==> config.mk <==
export PLATFORM = sky130hd
export DESIGN_NAME = lsu_m2
export DESIGN_NICKNAME = d
export VERILOG_FILES = /design/src/rtl/lsu_m2.sv
export SDC_FILE = /design/constraint.sdc
export NUM_CORES = 1
export LEC_CHECK = 0
export CAP_MARGIN = 30
export CORE_MARGIN = 2
export CORE_UTILIZATION = 52
export CTS_CLUSTER_SIZE = 24
export DETAILED_ROUTE_END_ITERATION = 8
export PLACE_DENSITY = 0.73
export SETUP_SLACK_MARGIN = 0.15
export SLEW_MARGIN = 40
export SYNTH_ARGS = -nofsm -noshare
export SYNTH_HDL_FRONTEND = slang
export SYNTH_SLANG_ARGS = --single-unit
export TNS_END_PERCENT = 1
==> constraint.sdc <==
create_clock -name clk -period 4.7 [get_ports clk]
set_input_delay 0.705 -clock clk [delete_from_list [all_inputs] [get_ports clk]]
set_output_delay 0.705 -clock clk [all_outputs]
set_load 0.1 [all_outputs]
==> src/rtl/lsu_m2.sv <==
// lsu_m2: load/store unit with input stage, circular LSQ, bounded outstanding loads,
// fence draining and a registered valid/ready issue port to the memory controller.
module lsu_m2 #(
  parameter int DATA_W  = 16,
  parameter int ADDR_W  = 16,
  parameter int DEPTH   = 8,
  parameter int MAX_OUT = 4,
  parameter int DEST_W  = 4
) (
  input  logic                                  clk,
  input  logic                                  async_rst,
  input  logic                                  clk_en,
  input  logic                                  call,
  input  logic [3:0]                            func4_in,
  input  logic                                  fence_mode,
  input  logic [1:0]                            fence_type,
  input  logic [DEST_W-1:0]                     dest_addr_in,
  input  logic [ADDR_W-1:0]                     address_in,
  input  logic [DATA_W-1:0]                     store_data_in,
  output logic                                  lsq_full,
  output logic                                  lsu_empty,
  output logic [ADDR_W-$clog2(DATA_W/8)-1:0]    mem_address_out,
  output logic [DATA_W/8-1:0]                   mem_mask_out,
  output logic [1:0]                            mem_fnc_type,
  output logic [DATA_W-1:0]                     mem_data_out,
  output logic [1:0]                            mem_mode,
  output logic [DEST_W-1:0]                     mem_wb_dest,
  output logic                                  mem_enable,
  input  logic                                  mem_ready,
  input  logic                                  mem_read_ack,
  input  logic [DATA_W-1:0]                     mem_data_in,
  input  logic [DEST_W-1:0]                     mem_wb_dest_in,
  input  logic                                  mem_idle,
  output logic                                  wb_valid,
  output logic [DATA_W-1:0]                     wb_data_out,
  output logic [DEST_W-1:0]                     wb_dest_addr_out
);
  localparam int BYTES = DATA_W / 8;
  localparam int LB = $clog2(BYTES);
  localparam int AW = ADDR_W - LB;
  localparam int PW = $clog2(DEPTH);
  localparam int OW = $clog2(MAX_OUT + 1);
  typedef struct packed {
    logic [1:0]        mode;
    logic [1:0]        fnc;
    logic [AW-1:0]     addr;
    logic [BYTES-1:0]  mask;
    logic [DATA_W-1:0] data;
    logic [DEST_W-1:0] dest;
  } req_t;
  req_t in_r, s1, hd, is;
  req_t q [DEPTH];
  logic s1_valid, push, pop, xfer, gate, rd_ok, fn_ok, inc, dec, unused;
  logic [PW:0] head, tail, count, count_n;
  logic [OW-1:0] outst;
  assign unused = func4_in[1];
  always_comb begin
    in_r.mode = {fence_mode, !fence_mode && func4_in[3]};
    in_r.fnc = fence_mode ? fence_type : {func4_in[2], func4_in[0]};
    in_r.addr = address_in[ADDR_W-1:LB];
    in_r.dest = dest_addr_in;
    in_r.mask = '0;
    in_r.data = '0;
    for (int i = 0; i < BYTES; i++) begin
      in_r.mask[BYTES-1-i] = func4_in[0] || address_in[LB-1:0] == LB'(i);
      in_r.data[8*(BYTES-1-i)+:8] = func4_in[0] ? store_data_in[8*i+:8] : store_data_in[7:0];
    end
  end
  assign hd = q[head[PW-1:0]];
  assign xfer = mem_enable && mem_ready;
  assign inc = xfer && is.mode == 2'd0;
  assign dec = mem_read_ack && (outst != '0 || inc);
  // a read sitting in the issue register already counts against the load budget
  assign rd_ok = {1'b0, outst} + (OW+1)'(mem_enable && is.mode == 2'd0) < (OW+1)'(MAX_OUT);
  assign fn_ok = (!mem_enable || (xfer && is.mode == 2'd1)) && outst == '0 && mem_idle;
  assign gate = hd.mode[1] ? fn_ok : (hd.mode[0] || rd_ok);
  assign push = clk_en && s1_valid && count != (PW+1)'(DEPTH);
  assign pop = clk_en && count != '0 && (!mem_enable || mem_ready) && gate;
  assign count_n = count + (PW+1)'(push) - (PW+1)'(pop);
  always_ff @(posedge clk or posedge async_rst) begin
    if (async_rst) begin
      s1_valid <= 1'b0;
      head <= '0;
      tail <= '0;
      count <= '0;
      lsq_full <= 1'b0;
      outst <= '0;
      mem_enable <= 1'b0;
      is <= '0;
    end else if (clk_en) begin
      if (!lsq_full) s1_valid <= call;
      if (push) tail <= tail + (PW+1)'(1);
      if (pop) head <= head + (PW+1)'(1);
      count <= count_n;
      lsq_full <= count_n == (PW+1)'(DEPTH);
      outst <= outst + OW'(inc) - OW'(dec);
      if (pop) begin
        mem_enable <= 1'b1;
        is <= hd;
      end else if (xfer) mem_enable <= 1'b0;
    end
  end
  always_ff @(posedge clk) begin
    if (clk_en && !lsq_full) s1 <= in_r;
    if (push) q[tail[PW-1:0]] <= s1;
  end
  assign mem_mode = is.mode;
  assign mem_fnc_type = is.fnc;
  assign mem_address_out = is.addr;
  assign mem_mask_out = is.mask;
  assign mem_data_out = is.data;
  assign mem_wb_dest = is.dest;
  assign lsu_empty = !s1_valid && count == '0 && !mem_enable && outst == '0 && mem_idle;
  assign wb_valid = mem_read_ack;
  assign wb_data_out = mem_data_in;
  assign wb_dest_addr_out = mem_wb_dest_in;
endmodule

==> impl_metrics.tcl <==
set metrics [dict create \
    rrSetupSlack_ns 1.05 \
    maxSlewHeadroom_pct 52.6 \
    syn-num-nets 837 \
    htreeDepth 2 \
    std_cell_rows 65 \
    synth-async-reset-ratio_pct 13.4 \
    antenna_found_initial 0 \
    post_cts_resized 0 \
    drc_errors 0 \
    drive_gt1_share_pct 35.0 \
    clk_path_buf_depth 3 \
    dieArea_sq_um 33000 \
    cts_tree "yes" \
    outcome "completed" \
    holdCritStartpoint "mem_data_out[12]" \
    crit_path_end_kind "flip-flop" \
    path_class "reg2reg" \
    power_uw 12500 \
    track_usage_pct 18.6 \
    final_antenna_net_count 0 \
    grt_max_degree 44 \
    clk_pin_slew_ns 0.06 \
    postCtsSetupBuffers 0 \
    avgSynthCellArea_sq_um 21.8 \
    port_buffers 93 \
    chipHeight_um 182 \
    path_max_fanout 32 \
    synth.distinct_cells 43 \
    holdPathStages 1 \
    place.gp.congestion 0.718 \
    dpl_cell_area_sq_um 17600 \
    num_antenna_cells 0 \
    setup_viol 0 \
    syn_area_sq_um 16400 \
    drt_wl_total_um 29700 \
    synth.top_cell.area_share_pct 67.5 \
    worstPathArrival_ns 4.09 \
    rsz0062_at_grt "false" \
    grt_pass1_vias 7806 \
    crit_required_ns 5.14 \
    yosys_warnings 0 \
    first_iter_violations 579 \
    num_vias 7407 \
    synthCells 754 \
    start_kind "flip-flop" \
    r2r.worst_path.cells 12 \
    fin_area_sq_um 19000 \
    r2r_start "head[2]" \
    ys_seq_elements 426 \
    grt_pass1_wl_um 46000 \
    core_area_sq_um 31300 \
    die_x_um 182 \
    multiInputGateArea_sq_um 3600 \
    final.setup_skew_ns 0.0148 \
    wl_per_cell_um 22.8 \
    clock-sinks 426 \
    hold_ws_ns 0.487 \
    fin_crit_sh_pct 77.8 \
    final_common_cell "edfxtp_1" \
    hpwl_um 16800 \
    peakVddDrop_mv 0.501 \
    yosysTopAreaCell "edfxtp_1" \
    cts_buffers 42 \
    fin_setup_tns_ns 0 \
    maxCapViolCount 0 \
    worst_slew_pin_slew_ns 0.711 \
    min_to "mem_data_out[12]" \
    cts_root_buf "clkbuf_16" \
    yosysSeqAreaShare_pct 76.2 \
    gr-total-overflow 0 \
    hold_buffers 0 \
    slew_viol_final 0 \
    synth_edf_count 369 \
    mostFrequentLayoutCells "edfxtp_1, mux2_2, mux4_2" \
    worstReg2RegEnd "lsq_full" \
    seqCellArea_sq_um 12500 \
    total_leakage_power_uw 0.00639 \
    synth_top_flop_cell "edfxtp_1" \
    area_growth_pct 15.6 \
    initial_utilization_pct 52.4 \
    power_density_nw_per_um2 661 \
    hold_viol_final 0 \
    synth_area_leaders "edfxtp_1, mux4_2, dfrtp_1" \
    fillers 2117 \
    clock_latency_ns 0.53 \
    pin_count 135 \
    via_per_inst 5.71 \
    fin_nets 945 \
    fin_crit_ns 3.65 \
    fmax_mhz 274 \
    dr.pass1.iters 5 \
    hold_path.class "reg2reg" \
]
-- flip-flops by register name (all words and copies together), names as in the netlist --
name,cells
head,3
outst,3
mem_fnc_type,2
lsq_full,1
s1,41
q,328
mem_wb_dest,4
mem_data_out,16
mem_enable,1
mem_mask_out,2
mem_address_out,15
count,4
tail,3
s1_valid,1
mem_mode,2
-- where the power goes --
part	total, uW	internal (uW)	switching, uW
Clock	3240	1900	1330
Combinational	4180	1550	2630
Sequential	5120	4710	414
Total	12500	8160	4380
-- cells by family after synthesis --
group | share of synthesized area, %
and+or+nand+nor | 1.45
AOI/OAI and AO/OA | 1.04
xor gates and xnor gates | 0.374
adders and majority gates | 1.08
muxes | 17.6
buffers and inverters | 2.23
DFF | 76.2
-- per-stage QoR --
step / util [%] / setup WS, ns / std cells
after global placement: 56.9 / 1.05 / 1220
after detailed placement: 56.3 / 0.909 / 1220
after global routing: 60.6 / 0.747 / 1298
after CTS: 60.6 / 1.02 / 1298
final: 60.6 / 1.05 / 1298
after floorplan: - / 0.102 / 754
-- critical path: stages, from the launching register on --
cell and delay [ns]:
dfrtp_4 0.63, buf_4 0.51, mux2i_1 0.15, a22oi_1 0.29, nand2_1 0.18, a211oi_4 0.30
ha_1 0.26, inv_1 0.07, ha_1 0.19, fa_1 0.46, nor3b_1 0.25, nand2_1 0.12
o22ai_1 0.12
-- metal layers --
metal  up-vias  track usage [%]  share of wire [%]
li1       3257                -                  -
met4         0             5.20                2.1
met3        48             3.27                5.5
met5         -                0                  0
met1      3870             26.5                 44
met2       232             30.1                 49
-- how the worst max path moves through the flow --
stage,from,endpoint,slack (ns),cells after the start
detailed placement,clk_en,lsq_full,0.91,10
finish,head[2],lsq_full,1.05,12
floorplan,clk_en,q[0][0],0.10,4
global route,head[2],lsq_full,0.75,12
global placement,mem_idle,lsq_full,1.05,12
CTS,head[2],lsq_full,1.02,12
-- synth_stat cells, drive strengths merged (4+ instances only) --
master / count
a21oi: 6
nand2: 11
xnor2: 5
mux2: 92
inv: 13
o21ai: 5
mux4: 80
dfrtp: 57
nor2: 11
buf: 35
mux2i: 5
nor2b: 4
edfxtp: 369
nand2b: 5
ha: 11
clkbuf: 16
-- layout make-up --
class,instances,share of cell area [%]
tap,402,2.65
timing repair buffer,115,4.95
inverter,13,0.270
sequential,426,66.0
multi-input combinational,264,19.0
clock buffer,58,6.12
clock inverter,20,1.02
Note: power is estimated with default switching activity, not from simulation.
